===== src/rtl/spinex_reset_ctrl.sv =====
// spinex_reset_ctrl: reset front-end for the SoC core.
// Synchronises and debounces the active-low devboard button.
// Generates a stretched, staggered reset pair: periph_reset is released first,
// then sys_reset is released STAGGER_CYCLES later.
// Records the cause of the last reset.
// Optional watchdog: define SPINEX_RST_WDT_EN to enable it.
// wdt_kick clears the watchdog counter. A timeout forces HOLD with cause 10.
module spinex_reset_ctrl #(
    parameter int DEBOUNCE_CYCLES = 240000,
    parameter int HOLD_CYCLES     = 1024,
    parameter int STAGGER_CYCLES  = 16,
    parameter int WDT_TIMEOUT     = 24000000
) (
    input  logic       clk,
    input  logic       reset,
    input  logic       button_n,
    input  logic       wdt_kick,
    output logic       periph_reset,
    output logic       sys_reset,
    output logic       running,
    output logic [1:0] reset_cause
);

    localparam int DEB_W  = (DEBOUNCE_CYCLES > 1) ? $clog2(DEBOUNCE_CYCLES) : 1;
    localparam int HOLD_W = (HOLD_CYCLES > 1)     ? $clog2(HOLD_CYCLES)     : 1;
    localparam int STAG_W = (STAGGER_CYCLES > 1)  ? $clog2(STAGGER_CYCLES)  : 1;

    localparam logic [DEB_W-1:0]  DEB_LAST  = DEB_W'(DEBOUNCE_CYCLES - 1);
    localparam logic [HOLD_W-1:0] HOLD_LAST = HOLD_W'(HOLD_CYCLES - 1);
    localparam logic [STAG_W-1:0] STAG_LAST = STAG_W'(STAGGER_CYCLES - 1);

    localparam logic [1:0] CAUSE_POR    = 2'b00;
    localparam logic [1:0] CAUSE_BUTTON = 2'b01;
    localparam logic [1:0] CAUSE_WDT    = 2'b10;

    typedef enum logic [1:0] {
        ST_HOLD = 2'd0,
        ST_PREL = 2'd1,
        ST_RUN  = 2'd2
    } state_t;

    state_t            state_r;
    logic              sync1_r;
    logic              sync2_r;
    logic              deb_r;        // accepted button level, 1 = released
    logic [DEB_W-1:0]  deb_cnt_r;
    logic [HOLD_W-1:0] hold_cnt_r;
    logic [STAG_W-1:0] stag_cnt_r;
    logic              deb_flip_s;
    logic              press_s;
    logic              wdt_fire_s;

    // Two-flop synchroniser; the button idles high (released) out of reset
    always_ff @(posedge clk or posedge reset) begin
        if (reset) begin
            sync1_r <= 1'b1;
            sync2_r <= 1'b1;
        end else begin
            sync1_r <= button_n;
            sync2_r <= sync1_r;
        end
    end

    // Accept a level change only after the terminal count of consecutive mismatches
    always_comb begin
        deb_flip_s = 1'b0;
        if ((sync2_r != deb_r) && (deb_cnt_r == DEB_LAST)) begin
            deb_flip_s = 1'b1;
        end else begin
            deb_flip_s = 1'b0;
        end
    end

    // A press is the accepted level moving from released to pressed
    assign press_s = deb_flip_s & deb_r;

    // Debounce counter and accepted level; any agreeing sample restarts the count
    always_ff @(posedge clk or posedge reset) begin
        if (reset) begin
            deb_r     <= 1'b1;
            deb_cnt_r <= {DEB_W{1'b0}};
        end else if (deb_flip_s) begin
            deb_r     <= ~deb_r;
            deb_cnt_r <= {DEB_W{1'b0}};
        end else if (sync2_r != deb_r) begin
            deb_cnt_r <= deb_cnt_r + DEB_W'(1'b1);
        end else begin
            deb_cnt_r <= {DEB_W{1'b0}};
        end
    end

`ifdef SPINEX_RST_WDT_EN
    localparam int WDT_W = (WDT_TIMEOUT > 1) ? $clog2(WDT_TIMEOUT) : 1;
    localparam logic [WDT_W-1:0] WDT_LAST = WDT_W'(WDT_TIMEOUT - 1);

    logic [WDT_W-1:0] wdt_cnt_r;

    // Timeout fires at the terminal count unless a kick arrives in the same cycle
    always_comb begin
        wdt_fire_s = 1'b0;
        if ((state_r == ST_RUN) && !wdt_kick && (wdt_cnt_r == WDT_LAST)) begin
            wdt_fire_s = 1'b1;
        end else begin
            wdt_fire_s = 1'b0;
        end
    end

    // Watchdog counts only in RUN; kicks, timeouts and presses restart it
    always_ff @(posedge clk or posedge reset) begin
        if (reset) begin
            wdt_cnt_r <= {WDT_W{1'b0}};
        end else if ((state_r != ST_RUN) || wdt_kick || press_s || wdt_fire_s) begin
            wdt_cnt_r <= {WDT_W{1'b0}};
        end else begin
            wdt_cnt_r <= wdt_cnt_r + WDT_W'(1'b1);
        end
    end
`else
    logic unused_kick_s;

    assign unused_kick_s = wdt_kick;
    assign wdt_fire_s    = 1'b0;
`endif

    // Reset sequencer: HOLD stretches the reset, PREL staggers it, RUN waits for an event
    always_ff @(posedge clk or posedge reset) begin
        if (reset) begin
            state_r     <= ST_HOLD;
            hold_cnt_r  <= {HOLD_W{1'b0}};
            stag_cnt_r  <= {STAG_W{1'b0}};
            reset_cause <= CAUSE_POR;
        end else begin
            case (state_r)
                ST_HOLD: begin
                    if (press_s) begin
                        hold_cnt_r  <= {HOLD_W{1'b0}};
                        reset_cause <= CAUSE_BUTTON;
                    end else if (deb_r == 1'b0) begin
                        hold_cnt_r <= {HOLD_W{1'b0}};
                    end else if (hold_cnt_r == HOLD_LAST) begin
                        hold_cnt_r <= {HOLD_W{1'b0}};
                        state_r    <= ST_PREL;
                    end else begin
                        hold_cnt_r <= hold_cnt_r + HOLD_W'(1'b1);
                    end
                end
                ST_PREL: begin
                    if (press_s) begin
                        state_r     <= ST_HOLD;
                        hold_cnt_r  <= {HOLD_W{1'b0}};
                        stag_cnt_r  <= {STAG_W{1'b0}};
                        reset_cause <= CAUSE_BUTTON;
                    end else if (stag_cnt_r == STAG_LAST) begin
                        stag_cnt_r <= {STAG_W{1'b0}};
                        state_r    <= ST_RUN;
                    end else begin
                        stag_cnt_r <= stag_cnt_r + STAG_W'(1'b1);
                    end
                end
                ST_RUN: begin
                    if (press_s) begin
                        state_r     <= ST_HOLD;
                        hold_cnt_r  <= {HOLD_W{1'b0}};
                        stag_cnt_r  <= {STAG_W{1'b0}};
                        reset_cause <= CAUSE_BUTTON;
                    end else if (wdt_fire_s) begin
                        state_r     <= ST_HOLD;
                        hold_cnt_r  <= {HOLD_W{1'b0}};
                        stag_cnt_r  <= {STAG_W{1'b0}};
                        reset_cause <= CAUSE_WDT;
                    end else begin
                        state_r <= ST_RUN;
                    end
                end
                default: begin
                    state_r    <= ST_HOLD;
                    hold_cnt_r <= {HOLD_W{1'b0}};
                    stag_cnt_r <= {STAG_W{1'b0}};
                end
            endcase
        end
    end

    // Registered reset outputs decoded from the sequencer state
    always_ff @(posedge clk or posedge reset) begin
        if (reset) begin
            periph_reset <= 1'b1;
            sys_reset    <= 1'b1;
            running      <= 1'b0;
        end else begin
            case (state_r)
                ST_HOLD: begin
                    periph_reset <= 1'b1;
                    sys_reset    <= 1'b1;
                    running      <= 1'b0;
                end
                ST_PREL: begin
                    periph_reset <= 1'b0;
                    sys_reset    <= 1'b1;
                    running      <= 1'b0;
                end
                ST_RUN: begin
                    periph_reset <= 1'b0;
                    sys_reset    <= 1'b0;
                    running      <= 1'b1;
                end
                default: begin
                    periph_reset <= 1'b1;
                    sys_reset    <= 1'b1;
                    running      <= 1'b0;
                end
            endcase
        end
    end

endmodule

===== config.mk =====
export PLATFORM = sky130hd
export DESIGN_NAME = spinex_reset_ctrl
export DESIGN_NICKNAME = d
export VERILOG_FILES = /design/src/rtl/spinex_reset_ctrl.sv
export SDC_FILE = /design/constraint.sdc
export NUM_CORES = 1
export LEC_CHECK = 0
export BUFFER_PORTS_ARGS = -buffer_cell sky130_fd_sc_hd__clkbuf_2
export CORE_MARGIN = 2
export CORE_UTILIZATION = 25
export CTS_CLUSTER_SIZE = 20
export DETAILED_ROUTE_END_ITERATION = 12
export PLACE_DENSITY = 0.42
export SETUP_SLACK_MARGIN = 0.3
export SYNTH_ARGS = -nofsm -noshare
export SYNTH_HDL_FRONTEND = slang
export SYNTH_SLANG_ARGS = --single-unit

===== constraint.sdc =====
create_clock -name clk -period 2.1 [get_ports clk]
set_clock_uncertainty 0.1 [all_clocks]
set_input_delay 0.105 -clock clk [delete_from_list [all_inputs] [get_ports clk]]
set_output_delay 0.105 -clock clk [all_outputs]
set_load 0.03 [all_outputs]

==> results of run 1 <==
[worst min path at each step]
stage               slack, ps         startpoint                 to
finish                    260  sync1_r$_DFF_PP1_  sync2_r$_DFF_PP1_
global route              260  sync1_r$_DFF_PP1_  sync2_r$_DFF_PP1_
CTS                       260  sync1_r$_DFF_PP1_  sync2_r$_DFF_PP1_
detailed placement        100           button_n  sync1_r$_DFF_PP1_
global placement          100           button_n  sync1_r$_DFF_PP1_
floorplan                   9           button_n  sync1_r$_DFF_PP1_
[flip-flops by register name (all words and copies together), names as in the netlist]
signal and count:
deb_cnt_r 18, hold_cnt_r 10, stag_cnt_r 4, state_r 2
deb_r 1, periph_reset 1, reset_cause 1, running 1
sync1_r 1, sync2_r 1, sys_reset 1
[metal layers]
| layer | vias up | share of wire (%) |
|---|---|---|
| met4 | 0 | 1.9 |
| met1 | 788 | 49 |
| li1 | 773 | - |
| met2 | 11 | 47 |
| met3 | 6 | 2.1 |
| met5 | - | 0 |
[cell type report]
class	count	area [µm²]	share of cell area, %
repair buffers	28	215	7.89
inverters	8	30.0	1.10
clock inverters	1	5.00	0.183
clock buffers	7	96.3	3.53
flip-flops and latches	41	1030	37.8
well taps	105	131	4.81
multi-input cells	151	1220	44.7
[critical path, stage by stage (launching register included)]
cell     delay (ps)
dfrtp_1         390
or4b_4          560
nor4_4          180
nand3_2         180
buf_4           180
buf_6           120
a22o_1          170
[through the flow]
step,hold slack [ps],total power (µW),instances
6_report,262,1440,341
5_1_grt,264,1500,341
4_1_cts,264,1470,340
3_5_place_dp,98.8,859,320
3_3_place_gp,100,859,320
2_1_floorplan,9.48,852,207
[placed cells by master, fill, tap and decap left out, types with 3 or more instances in the layout]
cell type,count
nand2_1,16
nand3_1,7
nor2_1,8
and3_1,4
mux2i_1,4
clkbuf_2,6
and4_1,3
o21ai_2,3
dfrtp_1,36
nor2_4,6
dfstp_2,5
xnor2_1,7
nor2_2,12
clkbuf_8,7
or2_4,4
buf_6,4
inv_1,7
xor2_1,11
nand4_1,8
o21ai_0,5
nor3_1,4
ha_1,6
buf_4,16
a32o_1,3
[kinds of logic after synthesis]
group / share of synthesized area (%)
flip-flops: 49.0
adder cells (fa/ha/maj): 4.75
AND/OR/NAND/NOR: 21.8
XOR/XNOR: 8.73
buffers and inverters: 4.99
multiplexers: 1.90
other: 0.178
AO/OA/AOI/OAI: 8.67
[power groups by stage]
stage	clock network (µW)	registers [µW]	logic [µW]
after global routing	641	804	59.2
after floorplan	0	817	35.7
after CTS	614	803	48.3
after global placement	0	818	41.1
final	582	803	50.3
after detailed placement	0	818	41.0
[timing repair]
| item | CTS | global route |
|---|---|---|
| hold buffers | 2 | 0 |
| hold endpoints to repair | 37 | 0 |
| gates resized for setup | 16 | 40 |
| endpoints found under the setup margin | 33 | 36 |
| pin swaps | 8 | 16 |
| buffers inserted | 6 | 1 |
| cloned | 4 | 0 |
==> summary.txt, run 1 <==
Critical path
  • CP required: 2190 ps
  • Type of element launching the critical path: flip-flop
  • Worst reg2reg path depth: 6
  • Worst setup EP type: flip-flop
  • CP Max Fanout: 5
  • FF-to-FF Start: deb_cnt_r[7]$_DFF_PP0_
  • Crit path to: stag_cnt_r[2]$_DFFE_PP0P_
  • Crit path from: deb_cnt_r[7]$_DFF_PP0_
  • WS Path Type: flip-flop to flip-flop
  • Crit path DAT: 2070 ps
  • R2R setup slack: 120 ps
  • R2r endpoint: stag_cnt_r[2]$_DFFE_PP0P_

Synth
  • Post-synthesis average cell area: 10.2 µm²
  • Primary FF master, synth: dfrtp_1
  • Most area-hungry cell type in the Yosys netlist: dfrtp_1
  • Post-synthesis sequential area ratio: 49.0%
  • Post-synth top area share: 42.8%
  • Netlist Area Pre-Place: 2110 µm²
  • #FFs+latches synth: 41
  • Synth unique cells: 42
  • Largest cells by area after synthesis: dfrtp_1, dfstp_2, xor2_1
  • Count leader, synth: dfrtp_1
  • EDFF count, synth: 0
  • Ys Warns: 0
  • Syn_nets: 219
  • Async set-reset flop share out of synthesis: 100%
  • Mapped Cells: 207
  • Synth top cells by count: dfrtp_1, nor2_1, nand2_1

Power
  • Clk pwr share: 40.6%
  • Cell Int Power: 1110 µW
  • P_leak: 0.00112 µW
  • Pwr dens: 526 nW/µm²
  • Switch Pwr: 324 µW
  • Net Sw Frac: 22.6%
  • VDD IR max: 0.229 mV
  • Gate power share: 3.5%
  • Part of the power in registers: 55.9%

Route
  • Total wire length: 4.40 mm
  • Detailed Routing Iterations Pass 1: 4
  • WL/cell: 12.9 µm
  • DRC violations left: 0
  • Post-DRT Antenna Nets: 0
  • DR vias: 1578
  • Iter 0 DRT Violations: 28
  • Vias per inst: 4.63

Clock network
  • CTS tree: built
  • H-tree Lvls: 2
  • Number of clock sinks: 41
  • Root Driver: clkbuf_8
  • Clock Path Buffers: 2
  • Later-pin clock latency in the skew report: 300 ps
  • CTS Buf Count: 5
  • Reg clk slew, reported paths: 80 ps

Finish
  • Area Overhead vs Synth: 29.5%
  • Finished Core Util: 33.4%
  • Fillers: 865
  • Proportion of layout cells with a drive suffix above 1: 36.9%
  • Final net count: 247
  • Cell area after layout: 2730 µm²
  • Diodes inserted: 0

GRT
  • Met1 GRT Util: 13.6%
  • Initial antenna violation count: 0
  • GR Overflow Total: 0
  • Met2 usage: 17.0%
  • First-pass GRT wire length: 7.37 mm
  • Pin count of the biggest net entering global routing: 42
  • Gr busiest metal: met2
  • Met3 Usage GRT: 2.58%
  • Vias in the first global route: 1528
  • GRT Total Usage: 10.5%

Timing
  • Setup TNS: 0 ps
  • Slew @ Worst Pin: 544 ps
  • Max-slew violation count: 0
  • Slew margin rel.: 63.7%
  • Final hold viol count: 0
  • Finish-stage setup viols: 0
  • Fmax: 0.506 GHz
  • Period utilization: 94.2%
  • Final WS setup: 122 ps
  • RSZ-0062 raised after global routing: yes
  • Tmin final: 1980 ps

Floorplan
  • Chip height: 95.8 µm
  • # IOs: 9
  • Die area: 9180 µm²
  • Initial Util: 25.8%
  • Core Area: 8180 µm²
  • Die extent in x: 95.8 µm
  • FP Rows: 33

Placement
  • Post-DP HPWL: 2.70 mm
  • RD Place Congestion: 0.766
  • Setup WS pre-CTS: 107 ps
  • Placed cell areas: 2310 µm²
  • Port bufs: 6

Worst hold path
  • Worst hold path type: flip-flop to flip-flop
  • Hold depth: 0

Status
  • Status: finished clean

Job
  • Count of max-cap constraint violations: 0
No activity file was read; power rests on OpenSTA's default activity.
==> run 2: changes to the inputs <==
--- a/config.mk
+++ b/config.mk
@@ -11,7 +11,6 @@
 export CTS_CLUSTER_SIZE = 20
 export DETAILED_ROUTE_END_ITERATION = 12
 export PLACE_DENSITY = 0.42
-export SETUP_SLACK_MARGIN = 0.3
 export SYNTH_ARGS = -nofsm -noshare
 export SYNTH_HDL_FRONTEND = slang
 export SYNTH_SLANG_ARGS = --single-unit
==> run 2 against run 1 <==
Net effect: wire length is 9.7% lower; sequential share of layout area is 4.3 points higher; sequential cell count stayed put; critical path depth is 1 lower; register-to-register slack hardly changed; non-clock buffer count is 1 lower; cell count is 1.2% lower; count of clock-buffer cells in the layout is 1 higher; critical endpoint is now stag_cnt_r[1]$_DFFE_PP0P_; largest cell class is now flip-flops and latches.
==> summary.txt, run 2 (synthesis gave the netlist of run 1 again) <==
Route
  • Iter 0 DRT Violations: 39
  • Post-DRT Antenna Nets: 0
  • Top routing layer in use: met4
  • DR vias: 1500
  • Detailed Routing Iterations Pass 1: 4
  • Total wire length: 3.97 mm
  • Metal3 WL: 98 µm
  • DRC violations left: 0
  • Vias per inst: 4.45
  • DR WL met2: 1.85 mm
  • WL/cell: 11.8 µm
  • Met1 WL: 1.98 mm

Finish
  • Most frequent cells in the layout: dfrtp_1, nor2_1, buf_4
  • Register bank with the most flops: deb_cnt_r
  • Fillers: 861
  • Max reg flops: 18
  • Largest regs: deb_cnt_r x18, hold_cnt_r x10, stag_cnt_r x4
  • Diodes inserted: 0
  • Multi-input logic area: 976 µm²
  • Area Overhead vs Synth: 16.4%
  • Final net count: 243
  • Proportion of layout cells with a drive suffix above 1: 19.0%
  • Commonest non-fill, non-tap cell in the layout: dfrtp_1
  • Sequential cell area: 1030 µm²

Floorplan
  • FP Rows: 33
  • Initial Util: 25.8%
  • Die extent in x: 95.8 µm
  • Core Area: 8180 µm²
  • Die area: 9180 µm²
  • Chip height: 95.8 µm
  • # IOs: 9

Timing
  • Slew @ Worst Pin: 627 ps
  • Fmax: 0.506 GHz
  • Max-slew violation count: 0
  • Period utilization: 94.2%
  • Worst hold slack: 249 ps
  • Finish-stage setup viols: 0
  • Slew margin rel.: 58.0%
  • Tmin final: 1980 ps
  • RSZ-0062 raised after global routing: no
  • Setup TNS: 0 ps
  • Final hold viol count: 0
  • Final WS setup: 122 ps

Placement
  • Port bufs: 6
  • Setup WS pre-CTS: 26.9 ps
  • Post-DP HPWL: 2.86 mm
  • RD Place Congestion: 0.724

Power
  • Pwr dens: 568 nW/µm²
  • VDD IR max: 0.308 mV
  • P_leak: 0.00106 µW

Critical path
  • CP Max Fanout: 7
  • Worst setup EP type: flip-flop
  • Type of element launching the critical path: flip-flop
  • Worst path slowest cell: or4b_1
  • CP delay by family, top: simple AND/OR/NAND/NOR gates
  • WS Path Type: flip-flop to flip-flop
  • Cell Chain, Critical Path: or4b_1 > nor4_2 > nand3_1 > buf_4 > a32o_1
  • CP max stage delay: 540 ps
  • WP buf/inv: 1
  • R2R setup slack: 120 ps
  • Crit path DAT: 2060 ps
  • CP required: 2180 ps

GRT
  • GRT Total Usage: 10.0%
  • First-pass GRT wire length: 7.25 mm
  • GR Overflow Total: 0
  • Initial antenna violation count: 0
  • Pin count of the biggest net entering global routing: 19
  • Vias in the first global route: 1512

Clock network
  • CTS Buf Count: 5
  • H-tree Lvls: 2
  • CTS tree: built
  • Number of clock sinks: 41
  • Later-pin clock latency in the skew report: 290 ps
  • Post-CTS Setup Inserts: 0
  • Reg clk slew, reported paths: 80 ps
  • Root Driver: clkbuf_8
  • Clock Path Buffers: 2

Status
  • Status: finished clean

Job
  • Count of max-cap constraint violations: 0

Worst hold path
  • Worst hold path type: input port to asynchronous set/reset pin
-- run 2: path summary, 6_finish.rpt --
| check | startpoint | end | depth (start not counted) |
|---|---|---|---|
| max in group asynchronous | reset | sync1_r$_DFF_PP1_ | 4 |
| hold reg to reg | sync1_r$_DFF_PP1_ | sync2_r$_DFF_PP1_ | 0 |
| setup reg to reg | deb_cnt_r[7]$_DFF_PP0_ | stag_cnt_r[1]$_DFFE_PP0P_ | 5 |
| min in group clk | sync1_r$_DFF_PP1_ | sync2_r$_DFF_PP1_ | 0 |
| setup / recovery | deb_cnt_r[7]$_DFF_PP0_ | stag_cnt_r[1]$_DFFE_PP0P_ | 5 |
| hold / removal | reset | deb_cnt_r[5]$_DFF_PP0_ | 3 |
-- run 2: area by class of cell --
class / instances / share of cell area, %
clock buffers: 8 / 3.67
inverters: 8 / 1.22
multi-input cells: 148 / 39.8
flip-flops and latches: 41 / 42.1
well taps: 105 / 5.36
repair buffers: 27 / 7.86
-- run 2: report_power, final --
part	total (µW)	leakage (µW)	switching (µW)	internal [µW]
Combinational	45.4	0.000460	30.3	15.1
Clock	546	0.0000455	277	269
Sequential	802	0.000553	4.46	797
Total	1390	0.00106	312	1080
-- run 2: stage by stage --
| step | util (%) | std cells | instance area [µm²] | power (µW) |
|---|---|---|---|---|
| after CTS | 29.9 | 337 | 2450 | 1410 |
| after detailed placement | 28.6 | 327 | 2340 | 862 |
| after global placement | 28.6 | 327 | 2340 | 862 |
| after floorplan | - | 207 | 2110 | 851 |
| final | 30.0 | 337 | 2450 | 1390 |
| after global routing | 30.0 | 337 | 2450 | 1450 |
-- run 2: routing by layer --
layer / vias up / track usage, %
met5: - / 0
met4: 0 / 2.62
met3: 6 / 2.82
met2: 13 / 15.4
met1: 717 / 13.8
li1: 764 / -
-- run 2: what timing repair did --
action                                  CTS  global route
hold endpoints to repair                 16             0
endpoints found under the setup margin    0            13
hold buffers                              2             0
resized for setup                         0             1
-- run 2: worst min-delay path, delay by kind of cell --
kind	cells	cell delay, ps
buf+inv	3	970
